[src/rtl/wb_queue_ctrl.sv]
// Write-back queue controller: decodes write requests from the instruction stream and
// buffers the selected source word in a small FIFO that drains to a memory write port.

package wb_queue_defs_pkg;
  typedef enum logic [8:0] {
    NOP = 9'h000,
    PSH = 9'h101,
    POP = 9'h102,
    MVR = 9'h103,
    MVL = 9'h104,
    INC = 9'h105,
    DEC = 9'h106,
    JMP = 9'h107
  } op_code;
endpackage

module wb_queue_ctrl
  import wb_queue_defs_pkg::*;
#(
  parameter int DATA_W = 8,
  parameter int N_SRC  = 2,
  parameter int DEPTH  = 4
) (
  input  logic                       clk,
  input  logic                       rst_n,
  input  logic [8:0]                 instruction,
  input  logic                       instr_valid,
  input  logic                       pop_bubble,
  input  logic                       flush,
  input  logic [N_SRC*DATA_W-1:0]    src_data,
  input  logic                       mem_ready,
  output logic                       mem_wr_en,
  output logic [DATA_W-1:0]          mem_wr_data,
  output logic                       stall,
  output logic [$clog2(DEPTH):0]     count,
  output logic                       overflow_err
);

  localparam int AW = $clog2(DEPTH);
  localparam int CW = AW + 1;

  // Handshake: a word leaves the queue on any edge where mem_wr_en and mem_ready are
  // both high; mem_wr_en never depends combinationally on mem_ready.

  op_code              op;
  logic                src_sel;
  logic                wreq;
  logic [DATA_W-1:0]   wdata;
  logic                full;
  logic                pop;
  logic                push;
  logic                drop;

  logic [DATA_W-1:0]   mem [DEPTH];
  logic [AW-1:0]       rd_ptr;
  logic [AW-1:0]       wr_ptr;
  logic [AW-1:0]       rd_next;
  logic [AW-1:0]       wr_next;
  logic [CW-1:0]       count_next;
  logic [DATA_W-1:0]   head_next;

  assign op = op_code'(instruction);

  always_comb begin
    src_sel = 1'b0;
    wreq    = 1'b0;
    if (pop_bubble) begin
      src_sel = 1'b0;
      wreq    = 1'b1;
    end else begin
      src_sel = (op == PSH) || (op == MVL);
      wreq    = instr_valid &&
                ((op == POP) || (op == MVR) || (op == MVL) || (op == INC) || (op == DEC));
    end
  end

  assign wdata = src_sel ? src_data[DATA_W +: DATA_W] : src_data[0 +: DATA_W];

  // Words 2 and up are reserved for future modes.
  if (N_SRC > 2) begin : g_spare_src
    logic unused_src_hi;
    assign unused_src_hi = ^src_data[N_SRC*DATA_W-1:2*DATA_W];
  end

  assign full = (count == CW'(DEPTH));
  assign pop  = mem_wr_en & mem_ready;
  assign push = wreq & (~full | pop) & ~flush;
  assign drop = wreq & full & ~pop & ~flush;

  always_comb begin
    rd_next    = rd_ptr;
    wr_next    = wr_ptr;
    count_next = count;
    if (flush) begin
      rd_next    = '0;
      wr_next    = '0;
      count_next = '0;
    end else begin
      if (pop)  rd_next = rd_ptr + AW'(1);
      if (push) wr_next = wr_ptr + AW'(1);
      case ({push, pop})
        2'b10:   count_next = count + CW'(1);
        2'b01:   count_next = count - CW'(1);
        default: count_next = count;
      endcase
    end
  end

  // The head after this edge is the incoming word when it lands where the read pointer
  // is about to point (empty queue, or push+pop at a single entry).
  always_comb begin
    head_next = mem[rd_next];
    if (push && (wr_ptr == rd_next)) head_next = wdata;
  end

  always_ff @(posedge clk) begin
    if (push) mem[wr_ptr] <= wdata;
  end

  always_ff @(posedge clk or negedge rst_n) begin
    if (!rst_n) begin
      rd_ptr       <= '0;
      wr_ptr       <= '0;
      count        <= '0;
      mem_wr_en    <= 1'b0;
      stall        <= 1'b0;
      mem_wr_data  <= '0;
      overflow_err <= 1'b0;
    end else begin
      rd_ptr      <= rd_next;
      wr_ptr      <= wr_next;
      count       <= count_next;
      mem_wr_en   <= (count_next != '0);
      stall       <= (count_next == CW'(DEPTH));
      mem_wr_data <= head_next;
      if (drop) overflow_err <= 1'b1;
    end
  end

endmodule

[config.mk]
export PLATFORM = sky130hd
export DESIGN_NAME = wb_queue_ctrl
export DESIGN_NICKNAME = d
export VERILOG_FILES = /design/src/rtl/wb_queue_ctrl.sv
export SDC_FILE = /design/constraint.sdc
export NUM_CORES = 1
export LEC_CHECK = 0
export ABC_AREA = 1
export CAP_MARGIN = 20
export CORE_UTILIZATION = 47
export DETAILED_ROUTE_END_ITERATION = 6
export PLACE_DENSITY = 0.84
export SLEW_MARGIN = 25
export SYNTH_ARGS = -nofsm -noshare
export SYNTH_HDL_FRONTEND = slang
export SYNTH_SLANG_ARGS = --single-unit
[constraint.sdc]
create_clock -name clk -period 2.35 [get_ports clk]
set_clock_uncertainty 0.1 [all_clocks]
set_input_delay 0.235 -clock clk [delete_from_list [all_inputs] [get_ports clk]]
set_output_delay 0.235 -clock clk [all_outputs]
set_load 0.02 [all_outputs]
==> metrics.md, run 1 <==
| Metric | Value |
|---|---|
| Top Family by Delay on Critical Path | simple AND/OR/NAND/NOR gates |
| Top post-synthesis cells by area | edfxtp_1 38%, dfrtp_1 18%, nand2_1 11% |
| Hold Path Class | primary input to asynchronous set/reset pin |
| CORE AREA | 5110 sq um |
| Final Cycle Share | a little over nine tenths |
| Total negative slack | 0 ns |
| DRC Markers | 0 |
| Peak VDD IR | roughly 0.00038 V |
| Worst setup SP type | primary input |
| Starting DRT DRC Count | approximately 120 |
| Sw frac | about a third |
| Initial Util | around half |
| Most frequent cells in the layout | 70 x nand2_1, 38 x clkdlybuf4s50_1, 32 x edfxtp_1 |
| Diode count | 0 |
| WP data required | roughly 2.4 ns |
| DR pass1 iterations | 4 |
| Share of layout cells above drive strength 1 | 17.5% |
| Peak per-stage delay on the critical path | around 0.47 ns |
| Internal power | between 1500 and 2000 uW |
| Power share of the clock group | 23.1% |
| Worst-Margin Slew | 0.399 ns |
| Synth area leader | edfxtp_1 |
| Worst Path Buf+Inv | 2 |
| Syn Area/Cell | ~10 sq um |
| Fin. max-slew vios | 0 |
| Critical Path Fanout Max | 2 |
| Die boundary height | approximately 75 um |
| Comb pwr share | about a third |
| Antenna violations before repair | 0 |
| DPL Wire Length | a little under 4 mm |
| CTS clock-pin slew for the worst setup and hold paths | roughly 0.09 ns |
| Synthesis-to-layout area growth | 32.5% |
| Commonest non-fill, non-tap cell in the layout | nand2_1 |
| Critical-path top delay cell | clkdlybuf4s50_1 |
| H-tree levels | 2 |
| Setup CP Type | primary input to flip-flop |
| Die span in x | approximately 75 um |
| Fin. Hold Viols | 0 |
| Final setup violation count | 0 |
| Largest net degree at the start of global routing | 23 |
| Seq pwr share | 42.5% |
| Via-to-Cell Ratio | approximately 5 |
| Cell Chain, Critical Path | clkdlybuf4s50_1 > nand2_1 > nor2_4 > nand3_2 > nand2_2 > nand3_4 > ha_4 > fa_2 > a21oi_2 > o21a_1 > nand2_1 > nand2_2 > nor2_4 > inv_2 > nand3b_1 |
| Routed vias | approximately 1,900 |
| Clk buf depth | 2 |
| Port Buf Inserts | 44 |
| Worst rel slew slack | 73.2% |
| Synth top area share | approximately two fifths |
| FILL cells | between 300 and 400 |
| Synth unique cells | 28 |
| First-pass GRT wire length | just over 8 mm |
| I/O pins | between 40 and 50 |
| CTS Buf Count | 5 |
| Final total power | roughly 2600 uW |
| Vias in the first global route | around 1,800 |
| Worst setup EP type | flip-flop |
| Leakage | ~0.0014 uW |
| Max-cap viol count | 0 |
| Synth warn | 0 |
| Sequential fraction of the synthesis area | 56.5% |
| CTS sink count | 50 |
| TritonCTS clock tree | done |
| Mapped Nets | approximately 290 |
| Power Dens Cells | 794 nW/um^2 |
| Post-Synthesis Cell Area | 2500 sq um |
| Run status | completed |
| GR Overflow Total | 0 |
| Worst-skew pair later-pin latency | roughly 0.30 ns |
| GRT Total Usage | 19.3% |
| WL final | 4.93 mm |
| Minimum clock period | approximately 2.2 ns |
| Switching pwr | around 860 uW |
| Synth Register Bits | 50 |
| # Post-CTS Setup Buffers | 0 |
| Row cnt | 26 |
| Critical Path AT | around 2.3 ns |
| Final nets | about 350 |
| DRT antenna net count | 0 |
| Per-cell routed wire length | between 10 and 15 um |
| Clk root buf | clkbuf_8 |
| Routability cong. | 0.787 |
| Cells after Synth | around 250 |
| Die Footprint | 5610 sq um |
| Fmax | roughly 450 MHz |
[stage by stage]
step	instances	hold slack, ns	utilization, %	area [sq um]	setup WS [ns]
floorplan	249	-0.161	-	2510	0.0148
detailed placement	377	0.347	61.6	3150	-0.241
CTS	385	0.155	63.9	3260	0.0720
global placement	377	0.347	61.6	3150	-0.139
finish	385	0.146	64.8	3310	0.113
global route	385	0.160	64.8	3310	-0.0483
[layout make-up]
class / instances / area [sq um] / share of cell area (%)
Multi-Input combinational cell: 171 / 1000 / 30.3
Sequential cell: 50 / 1410 / 42.7
Clock buffer: 5 / 68.8 / 2.08
Tap cell: 70 / 87.6 / 2.65
Inverter: 22 / 82.6 / 2.50
Timing Repair Buffer: 64 / 606 / 18.3
Clock inverter: 3 / 47.5 / 1.44
[power groups by stage]
stage | clock (uW) | sequential [uW] | combinational [uW]
after CTS | 615 | 1120 | 883
after detailed placement | 0 | 1140 | 881
after global routing | 651 | 1130 | 991
final | 607 | 1120 | 905
after floorplan | 0 | 1230 | 423
after global placement | 0 | 1130 | 843
[metal layers]
layer | up-vias | GRT usage, % | share of wire [%]
met5 | - | 0 | 0
met4 | 0 | 5.24 | 1.0
met3 | 5 | 3.48 | 5.9
met2 | 66 | 32.4 | 50
met1 | 869 | 25.8 | 43
li1 | 976 | - | -
[worst register-to-register path, cell delays in order (launching register included)]
cell      delay (ns)
dfrtp_2         0.45
nand2_1         0.11
buf_4           0.13
inv_1           0.08
ha_4            0.17
fa_2            0.36
a21oi_2         0.15
o21a_1          0.15
nand2_1         0.06
nand2_2         0.08
nor2_4          0.04
inv_2           0.07
nand3b_1        0.08
[cell usage after synthesis]
library cell,count
inv_2,1
nand2_2,2
nand3_2,1
nor2_8,1
nand2_1,72
fa_1,1
nor3_1,3
edfxtp_1,32
a21o_1,1
inv_1,21
o21ai_0,3
nand3_1,26
nand4_1,19
nor2_2,2
o21a_1,1
dfrtp_1,18
buf_2,1
nand2_4,2
buf_4,2
buf_6,2
a21oi_1,2
nand3b_1,1
nand3_4,5
o21bai_1,8
nor2_1,15
clkbuf_1,1
ha_1,5
nor2_4,1
[what timing repair did]
| action | CTS | global route |
|---|---|---|
| resized for setup | 0 | 16 |
| endpoints found under the setup margin | 0 | 2 |
| hold buffers | 0 | 0 |
[flip-flops by register name, summed over array words and instances (netlist names)]
register,count
stall,1
count,3
mem,32
rd_ptr,2
wr_ptr,2
mem_wr_en,1
overflow_err,1
mem_wr_data,8
[cell families (layout without fill, tap and decap cells)]
family | count (synthesis) | count (layout) | share of synthesized area [%]
simple gates | 150 | 150 | 31.0
flops | 50 | 50 | 56.5
buf+inv | 28 | 94 | 5.16
compound gates | 15 | 15 | 4.01
fa+ha+maj | 6 | 6 | 3.31
[path summary, 6_finish.rpt]
path,startpoint,end,slack [ns],cells after the start
setup / recovery,instruction[8],mem_wr_en,0.11,15
hold / removal,rst_n,overflow_err,0.15,2
setup reg to reg,mem_wr_en,mem_wr_en,0.21,12
hold reg to reg,overflow_err,overflow_err,0.36,1
max in group asynchronous,rst_n,mem_wr_en,1.80,2
min in group clk,overflow_err,overflow_err,0.36,1
Note: power is estimated with default switching activity, not from simulation.
==> inputs of run 2 (changes only) <==
- CORE_UTILIZATION: 47 -> 30
- PLACE_DENSITY: 0.84 -> 0.6
- SETUP_SLACK_MARGIN: unset -> 0.15
==> run 2 against run 1 <==
Net effect:
- sequential share of layout area decreased by 0.51 points
- first-iteration DRC count decreased by 18%
- final area increased by 1.4%
- hold slack better by 0.012 ns
- final cell count up 8.8%
- sequential power is essentially flat
- maximum frequency up 9.5%
- non-clock buffer count is 2 higher
- via count is 3.3% lower
- total power shrank 2.0%
- core utilization is 22 points lower
- largest cell class unchanged
- highest routed layer unchanged
==> metrics.md, run 2 (synthesized netlist as in run 1, its figures left out) <==
| Metric | Value |
|---|---|
| TritonCTS clock tree | done |
| Register-to-register setup slack | 0.31 ns (+0.10 ns) |
| DPL Wire Length | 3.90 mm (+0.87%) |
| Run status | completed |
| Diode count | 0 (unchanged) |
| Worst-skew pair later-pin latency | 0.30 ns (about the same) |
| Seq pwr share | 43.3% (+0.8 points) |
| First-pass GRT wire length | 8.60 mm (+5.1%) |
| Peak VDD IR | 0.000263 V (-31%) |
| GR Overflow Total | 0 (unchanged) |
| Per-cell routed wire length | 12.0 um (-5.9%) |
| Top reg by flops | mem |
| Final Cycle Share | 86.9% (-8.2 points) |
| DRC Markers | 0 (unchanged) |
| Largest regs | mem: 32 flops, mem_wr_data: 8 flops, count: 3 flops |
| GRT Total Usage | 12.6% (-6.6 points) |
| Worst rel slew slack | 72.3% (-0.96 points) |
| Share of layout cells above drive strength 1 | 19.6% (+2.1 points) |
| WL final | 5.05 mm (+2.4%) |
| Storage cell area | 1420 sq um (+0.18%) |
| CTS clock-pin slew for the worst setup and hold paths | 0.10 ns (about the same) |
| Largest net degree at the start of global routing | 23 (unchanged) |
| Row cnt | 32 (+23%) |
| H-tree levels | 2 (unchanged) |
| Critical Path Fanout Max | 4 (+2) |
| Sw frac | 33.5% (+0.97 points) |
| Clk buf depth | 2 (unchanged) |
| I/O pins | 45 (unchanged) |
| Synthesis-to-layout area growth | 34.3% |
| Die boundary height | 93.2 um (+24%) |
| Power share of the clock group | 21.0% (-2.1 points) |
| Commonest non-fill, non-tap cell in the layout | nand2_1 |
| Most frequent cells in the layout | 69 x nand2_1, 34 x clkdlybuf4s50_1, 32 x edfxtp_1 |
| Starting DRT DRC Count | 101 (-18%) |
| Routed vias | 1,852 (-3.3%) |
| Worst-Margin Slew | 0.413 ns (+0.0144 ns) |
| Worst setup SP type | flip-flop |
| Critical Path AT | 2.14 ns (-0.18 ns) |
| Antenna violations before repair | 0 (unchanged) |
| Max-cap viol count | 0 (unchanged) |
| Minimum clock period | 2.04 ns (-0.194 ns) |
| Routability cong. | 0.746 (-5.2%) |
| Final total power | 2580 uW (-2.0%) |
| CORE AREA | 7890 sq um (+54%) |
| Worst setup EP type | flip-flop |
| Port Buf Inserts | 44 (unchanged) |
| Final nets | 353 (+0.57%) |
| Vias in the first global route | 1,775 (-3.7%) |
| Hold Path Class | primary input to asynchronous set/reset pin |
| Power Dens Cells | 768 nW/um^2 (-3.3%) |
| Clk root buf | clkbuf_8 |
| Total negative slack | 0 ns (unchanged) |
| Leakage | 0.00144 uW (about the same) |
| Comb pwr share | 35.7% (+1.2 points) |
| Die Footprint | 8690 sq um (+55%) |
| WP data required | 2.45 ns (about the same) |
| DRT antenna net count | 0 (unchanged) |
| CTS Buf Count | 5 (unchanged) |
| Final setup violation count | 0 (unchanged) |
| RSZ-0062 raised after global routing | false |
| Fin. max-slew vios | 0 (unchanged) |
| Initial Util | 31.7% (-17 points) |
| Internal power | 1710 uW (-3.4%) |
| Fin. Hold Viols | 0 (unchanged) |
| CTS sink count | 50 (unchanged) |
| Footprint of the multi-input gates | 1020 sq um (+1.2%) |
| Setup CP Type | flip-flop to flip-flop |
| Max reg flops | 32 (unchanged) |
| Switching pwr | 863 uW (+0.95%) |
| FILL cells | 755 (+91%) |
| Post-layout util | 42.5% (-22 points) |
| Die span in x | 93.2 um (+24%) |
| Fmax | 489 MHz (+9.5%) |
| Via-to-Cell Ratio | 4.42 (-11%) |
| # hold bufs at CTS | 0 (unchanged) |
| DR pass1 iterations | 5 (+1) |
## run 2: layer usage
layer	GRT usage, %	wire [um]	up-vias
met5	0	0	-
met4	4.62	77	0
met3	2.20	161	5
met2	20.3	2260	41
met1	17.1	2550	827
li1	-	-	979
## run 2: metrics by stage
| step | cell area, sq um | instances | worst slack, ns | hold WS [ns] |
|---|---|---|---|---|
| final | 3350 | 419 | 0.307 | 0.158 |
| after global routing | 3350 | 419 | 0.158 | 0.178 |
| after CTS | 3310 | 417 | 0.150 | 0.167 |
| after detailed placement | 3200 | 408 | -0.312 | 0.362 |
| after global placement | 3200 | 408 | -0.198 | 0.360 |
| after floorplan | 2540 | 249 | 0.0309 | -0.161 |
## run 2: power groups by stage
stage | Clock, uW | Combinational [uW] | Sequential (uW)
3_3_place_gp | 0 | 881 | 1140
5_1_grt | 586 | 1020 | 1130
2_1_floorplan | 0 | 439 | 1230
3_5_place_dp | 0 | 894 | 1140
4_1_cts | 553 | 897 | 1120
6_report | 541 | 920 | 1110
## run 2: worst paths after layout
check,cells past startpoint,to,start
worst max-delay path,12,mem_wr_en,mem_wr_en
worst min-delay path,2,wr_ptr[0],rst_n
worst max register to register,12,mem_wr_en,mem_wr_en
worst min register to register,1,overflow_err,overflow_err
max in group asynchronous,2,count[0],rst_n
min in group clk,1,overflow_err,overflow_err
## run 2: final cells by class
type,instances,share of cell area (%)
clock buffers,6,2.46
clock inverters,2,0.522
inverters,22,2.46
multi-input cells,171,30.3
flip-flops and latches,50,42.2
well taps,102,3.80
repair buffers,66,18.3
## run 2: timing repair
action / CTS / global route
pin swaps: 9 / 11
hold endpoints to repair: 0 / 0
gates resized for setup: 9 / 12
buffers inserted: 1 / 2
endpoints found under the setup margin: 2 / 2
## run 2: worst max-delay path, stage by stage (launching register included)
cell	delay (ns)
dfrtp_2	0.44
nand2_2	0.09
buf_4	0.13
inv_1	0.06
ha_4	0.16
fa_2	0.36
a21oi_2	0.14
o21a_1	0.14
nand2_1	0.05
nand2_1	0.07
nor2_2	0.05
inv_1	0.07
nand3b_1	0.07
